### config.mk
export PLATFORM = sky130hd
export DESIGN_NAME = led_test_ctrl
export DESIGN_NICKNAME = d
export VERILOG_FILES = /design/src/rtl/led_test_ctrl.sv
export SDC_FILE = /design/constraint.sdc
export NUM_CORES = 1
export LEC_CHECK = 0
export ABC_AREA = 1
export CORE_MARGIN = 4
export CORE_UTILIZATION = 45
export CTS_CLUSTER_DIAMETER = 30
export DETAILED_ROUTE_END_ITERATION = 10
export SYNTH_ARGS = -nofsm -noshare
export SYNTH_HDL_FRONTEND = slang
export SYNTH_SLANG_ARGS = --single-unit
### constraint.sdc
create_clock -name CLOCK_50 -period 1.7 [get_ports CLOCK_50]
set_input_delay 0.255 -clock CLOCK_50 [delete_from_list [all_inputs] [get_ports CLOCK_50]]
set_output_delay 0.255 -clock CLOCK_50 [all_outputs]
set_load 0.03 [all_outputs]
### src/rtl/led_test_ctrl.sv
// LED pattern generator: a free-running tick divider drives either an 8-bit
// binary counter or a bouncing one-hot scanner onto the LEDs, selected by KEY[1].
module led_test_ctrl #(
   parameter int NUM_COUNT = 50000000
) (
   input  logic       CLOCK_50,
   input  logic [1:0] KEY,
   output logic [7:0] LED
);

   localparam int CW = ($clog2(NUM_COUNT) < 1) ? 1 : $clog2(NUM_COUNT);
   localparam logic [CW-1:0] LAST = CW'(NUM_COUNT - 1);

   logic          w_rst;
   logic          w_tick;
   logic [CW-1:0] count_r;
   logic          r_sync1;
   logic          mode_sync;
   logic [7:0]    bin_r;
   logic [7:0]    scan_r;
   logic          dir_r;
   logic [7:0]    r_led;
   logic [7:0]    w_bin_next;
   logic [7:0]    w_scan_next;
   logic          w_dir_next;

   assign w_rst      = KEY[0];
   assign w_tick     = (count_r == LAST);
   assign w_bin_next = bin_r + 8'd1;

   // Scanner bounces off either end instead of wrapping.
   always_comb begin
      w_scan_next = scan_r;
      w_dir_next  = dir_r;
      if (!dir_r) begin
         if (scan_r == 8'h80) begin
            w_scan_next = 8'h40;
            w_dir_next  = 1'b1;
         end else begin
            w_scan_next = scan_r << 1;
         end
      end else begin
         if (scan_r == 8'h01) begin
            w_scan_next = 8'h02;
            w_dir_next  = 1'b0;
         end else begin
            w_scan_next = scan_r >> 1;
         end
      end
   end

   always_ff @(posedge CLOCK_50) begin
      if (w_rst) begin
         count_r   <= '0;
         r_sync1   <= 1'b0;
         mode_sync <= 1'b0;
         bin_r     <= 8'h00;
         scan_r    <= 8'h01;
         dir_r     <= 1'b0;
         r_led     <= 8'h00;
      end else begin
         count_r   <= w_tick ? '0 : count_r + CW'(1);
         r_sync1   <= KEY[1];
         mode_sync <= r_sync1;
         // Mode is only sampled on tick; the idle pattern keeps its state.
         if (w_tick) begin
            if (mode_sync) begin
               scan_r <= w_scan_next;
               dir_r  <= w_dir_next;
               r_led  <= w_scan_next;
            end else begin
               bin_r  <= w_bin_next;
               r_led  <= w_bin_next;
            end
         end
      end
   end

   assign LED = r_led;

endmodule

Word-level counts from Yosys, hierarchy flattened
Index checks and enable logic that the tools add are counted.
{ "word_totals": {"word_cells": 23, "inputBits": 3, "regBits": 53, "out_inout_bits": 8} }
{ "op_classes": {"bitwise": 1, "add_sub_neg": 2, "reduce_logical": 3, "n_eq_ne": 3, "muxes": 7} }
{ "op_table": {"columns": ["operator", "count"], "rows": [
  ["$add 26x1->26 const B", 1],
  ["$eq 26x26->1 const B", 1],
  ["$mux 8", 3],
  ["$add 8x1->8 const B", 1],
  ["$eq 8x1->1 const B", 1],
  ["$eq 8x8->1 const B", 1],
  ["$mux 7", 1],
  ["$reduce_and 2->1", 2],
  ["$mux 1", 3],
  ["$reduce_or 2->1", 1],
  ["$not 1->1", 1]
]} }

Longest topological paths before layout
{ "depth": {"depth_word": 4, "mapped_depth": 10, "ltp_nobuf": 10} }

Least setup slack after synthesis
OpenSTA, ideal clock, no wires.
{ "synth_timing": {"path_kind": "register -> register", "start": "reg count_r[0]", "end": "reg count_r[8]", "n_path_buf": 1, "synth_period_minus_slack_ps": 1502, "stages_incl_launch_ff": 9, "path_slack_ps": 198, "arrival_ps": 1382, "setup_ps": 120, "required_ps": 1580, "cell_sequence": "dfxtp_1 -> ha_1 -> nand3_2 -> nor2_2 -> and2_1 -> nand2_4 -> buf_2 -> o211ai_1 -> a21oi_1"} }
{ "synth_between": {"elab_chain_len": 2, "word_cells_on_any_way": 3, "cone_classes": "add/sub: 1; eq/ne: 1; reduce/logical: 1"} }
{ "synth_rtl": {"columns": ["item", "line_no", "source"], "rows": [
  ["start, declared", "16", "logic [CW-1:0] count_r;"],
  ["start signal, assigned", "62", "count_r <= w_tick ? '0 : count_r + CW'(1);"],
  ["branches (longest 2 deep; another with $add 26x1->26)", null, null]
]} }
Several ways; the timed one is not identified.
A chain may end at the register's enable or synchronous reset.

Final worst setup path
{ "layout_timing": {"start": "reg r_led[1] (netlist: LED[1])", "end": "out LED[1]"} }
{ "layout_rtl": {"columns": ["item", "line_no", "source"], "rows": [
  ["start, declared", "22", "logic [7:0] r_led;"],
  ["start signal, assigned", "70", "r_led <= w_scan_next;"],
  ["start signal, assigned", "73", "r_led <= w_bin_next;"],
  ["end, declared", "8", "output logic [7:0] LED"]
]} }
No word-level cell between the ends.

==> results.toml <==
[grt]
top_usage_layer = "met1"
grtUsageMet1 = 0.265
grt.met2_usage = 0.247
grt_pass1_vias = 2293
grt_usage = 0.174
grt_antenna_before_repair = 0
maximum_number_of_pins_on_one_net_before_global_route_repair = 27
grt_pass1_wl_um = 10500
grt_overflow = 0
met3_usage = 0.0323

[sta]
layout_min_cycle_time_ps = 1600
tns_ps = 0
post-route-period-util = 0.943
hold-worst-slack_ps = 407
timing_worst_slew_pin_value_ps = 373
timing_hold_violations_final = 0
slew_headroom = 0.749
skew_ps = 11.0
max_clock_freq_mhz = 624
timing.final.setup_violations = 0
report.final.slew_viol_count = 0

[cts]
cts-hold-fix-buffers = 0
cts-root-buf = "sky130_fd_sc_hd__clkbuf_8"
worst_setup_hold_path_clk_slew_ps = 100
clock_latency_ps = 310
clock_tree.htree_level_count = 2
max-clock-path-buffers = 2
number_of_clock_sinks = 53
numCtsBuffers = 5
cts_tree = "built"

[finish]
insertedDiodeCount = 0
layout-area-overhead-vs-synth_pct = 18.4
final_cell_utilization_of_the_core = 0.551
drive_gt1_frac = 0.146
count_of_filler_cells_inserted_in_the_layout = 591
final_nets = 448
final_area_sq_um = 3280

[floorplanning]
dieHeight_um = 86.5
io_pins = 11
design.die.area_sq_um = 7480
initial_core_util = 0.466
core_area_sq_um = 5960
width_of_the_die_um = 86.5
rows = 28

[yosys]
ys_seq_area_frac = 0.383
syn_inst = 413
leading_post_synthesis_cells_by_cell_area = "sky130_fd_sc_hd__dfxtp_1 38%, sky130_fd_sc_hd__nand2_1 17%, sky130_fd_sc_hd__nor2_1 6.9%"
synthesis.yosys.warnings = 0
syn-cell-area_sq_um = 2770
postSynthRegisterBits = 53
area_share_of_the_largest_cell_type_after_synthesis = 0.383
synthesis.area_per_instance_sq_um = 6.71
synthesis.nets = 418
post_synthesis_cell_type_with_the_largest_combined_area = "sky130_fd_sc_hd__dfxtp_1"
synthDistinctLibCells = 29

[worst_hold_path]
hold_path_depth = 2
worstHoldPathType = "reg -> reg"
worst_hold_path.endpoint = "mode_sync"
min_from = "r_sync1"

[critical_path]
crit_type = "reg -> out"
startpoint_of_the_worst_register_to_register_path = "count_r[1]"
timing.reg2reg.worst_path_depth = 8
cpLargestDelayFamily = "buffers and inverters"
number_of_buffer_and_inverter_stages_on_the_critical_path = 1
cp_data_required_time_ps = 1440
critical_path.startpoint_type = "register"
critPathArrivalTime_ps = 1350
critical_path.slowest_cell = "sky130_fd_sc_hd__clkdlybuf4s50_1"
reg2reg_setup_slack_ps = 140
worst-path-max-fanout = 2
critical_path.max_stage_delay_ps = 680
worstPathCellList = "clkdlybuf4s50_1"
crit-reg2reg-capture = "count_r[14]"
setup.worst_path.end_class = "output port"

[route]
drc_errors = 0
routed_wirelength_um = 6080
first_pass_iters = 5
via_per_inst = 4.89
drtAntennaViolNets = 0
drt_first_iter_violations = 149
routed_wire_length_per_instance_um = 11.7
via_count = 2537

[placed_design]
hpwlAfterDp_um = 4430
dpl-instance-area_sq_um = 3040
port_buffers = 10
last_weighted_congestion_value_of_the_routability_driven_placer = 0.816

[pwr]
power_density_relative_to_cell_area_nw_per_um2 = 711
irDropWorstVdd_uv = 311
post-layout-total-power_mw = 2.33
total_leakage_power_nw = 1.24

[flow_run]
drv_cap = 0

[run_status]
outcome = "finished clean"
sequential cells by signal, indices dropped and copies added (netlist names):
name / cells
LED: 8
bin_r: 8
count_r: 26
dir_r: 1
mode_sync: 1
r_sync1: 1
scan_r: 8
final cells by class:
cell class / instances / area [sq um] / area share
multi-input cells: 309 / 1550 / 0.472
flip-flops and latches: 53 / 1070 / 0.325
well taps: 75 / 93.8 / 0.0286
clock buffers: 5 / 68.8 / 0.0210
inverters: 44 / 165 / 0.0503
clock inverters: 3 / 65.1 / 0.0198
repair buffers: 30 / 275 / 0.0839
power breakdown:
| part | total [mW] | internal (mW) | leakage, nW | switching [mW] |
|---|---|---|---|---|
| logic | 0.0661 | 0.0256 | 0.740 | 0.0405 |
| clock network | 1.01 | 0.585 | 0.0681 | 0.426 |
| registers | 1.26 | 1.25 | 0.430 | 0.00820 |
routing by layer:
metal	routed length [um]	up-vias
met2	2480	55
met3	296	9
li1	-	1358
met1	3210	1115
met5	0	-
met4	85	0
how the worst max path moves through the flow:
stage                     startpoint           to  slack (ps)  cells after the start
after global placement    count_r[1]        dir_r         100                      8
after CTS                 count_r[1]    scan_r[1]          50                      8
after floorplan           count_r[0]   count_r[8]         200                      8
final                         LED[1]       LED[1]         100                      1
after detailed placement  count_r[1]    scan_r[0]          60                      8
after global routing      count_r[2]  count_r[23]          -4                      9
cells in the mapped netlist:
library cell               number
sky130_fd_sc_hd__a21oi_1       33
sky130_fd_sc_hd__a31oi_1        1
sky130_fd_sc_hd__and2_1         2
sky130_fd_sc_hd__buf_2          2
sky130_fd_sc_hd__buf_4          2
sky130_fd_sc_hd__clkbuf_1       4
sky130_fd_sc_hd__dfxtp_1       53
sky130_fd_sc_hd__ha_1           2
sky130_fd_sc_hd__inv_1         42
sky130_fd_sc_hd__inv_2          2
sky130_fd_sc_hd__nand2_1      129
sky130_fd_sc_hd__nand2_2        7
sky130_fd_sc_hd__nand2_4        3
sky130_fd_sc_hd__nand3_1       18
sky130_fd_sc_hd__nand3_2        2
sky130_fd_sc_hd__nand3b_1       1
sky130_fd_sc_hd__nand4_1        8
sky130_fd_sc_hd__nor2_1        51
sky130_fd_sc_hd__nor2_2         4
sky130_fd_sc_hd__nor2_4         7
sky130_fd_sc_hd__nor2_8         1
sky130_fd_sc_hd__nor3_1         8
sky130_fd_sc_hd__nor3b_1        1
sky130_fd_sc_hd__o211ai_1       1
sky130_fd_sc_hd__o21ai_0       13
sky130_fd_sc_hd__or2_0          1
sky130_fd_sc_hd__or2_2          2
sky130_fd_sc_hd__xnor2_1        2
sky130_fd_sc_hd__xor2_1        11
cell usage in the layout (no fill, tap or decap), types with 7 or more instances in the layout:
master and instances:
sky130_fd_sc_hd__nand2_1 129, sky130_fd_sc_hd__dfxtp_1 49, sky130_fd_sc_hd__nor2_1 49, sky130_fd_sc_hd__inv_1 42, sky130_fd_sc_hd__a21oi_1 33, sky130_fd_sc_hd__nand3_1 18
sky130_fd_sc_hd__buf_4 18, sky130_fd_sc_hd__o21ai_0 13, sky130_fd_sc_hd__xor2_1 11, sky130_fd_sc_hd__clkdlybuf4s50_1 10, sky130_fd_sc_hd__nand2_2 8, sky130_fd_sc_hd__nor2_4 8
sky130_fd_sc_hd__nand4_1 8, sky130_fd_sc_hd__nor3_1 7
timing repair:
action | in CTS | in global routing
endpoints found under the setup margin | 0 | 46
buffers inserted | 0 | 6
resized for setup | 0 | 11
through the flow:
stage                     cells  setup WS (ps)
after floorplan             413            198
after global placement      504            100
after detailed placement    504           60.0
after CTS                   512           50.8
after global routing        519          -3.62
final                       519           96.9
logic make-up (layout without fill, tap and decap cells):
| group | after synthesis | after routing | share of synthesized area |
|---|---|---|---|
| XOR/XNOR | 13 | 13 | 0.0411 |
| AND/OR/NAND/NOR | 245 | 246 | 0.405 |
| adder cells (fa/ha/maj) | 2 | 2 | 0.00902 |
| flip-flops | 53 | 53 | 0.383 |
| buffers and inverters | 52 | 82 | 0.0740 |
| AO/OA/AOI/OAI | 48 | 48 | 0.0880 |
Note: power is estimated with default switching activity, not from simulation.
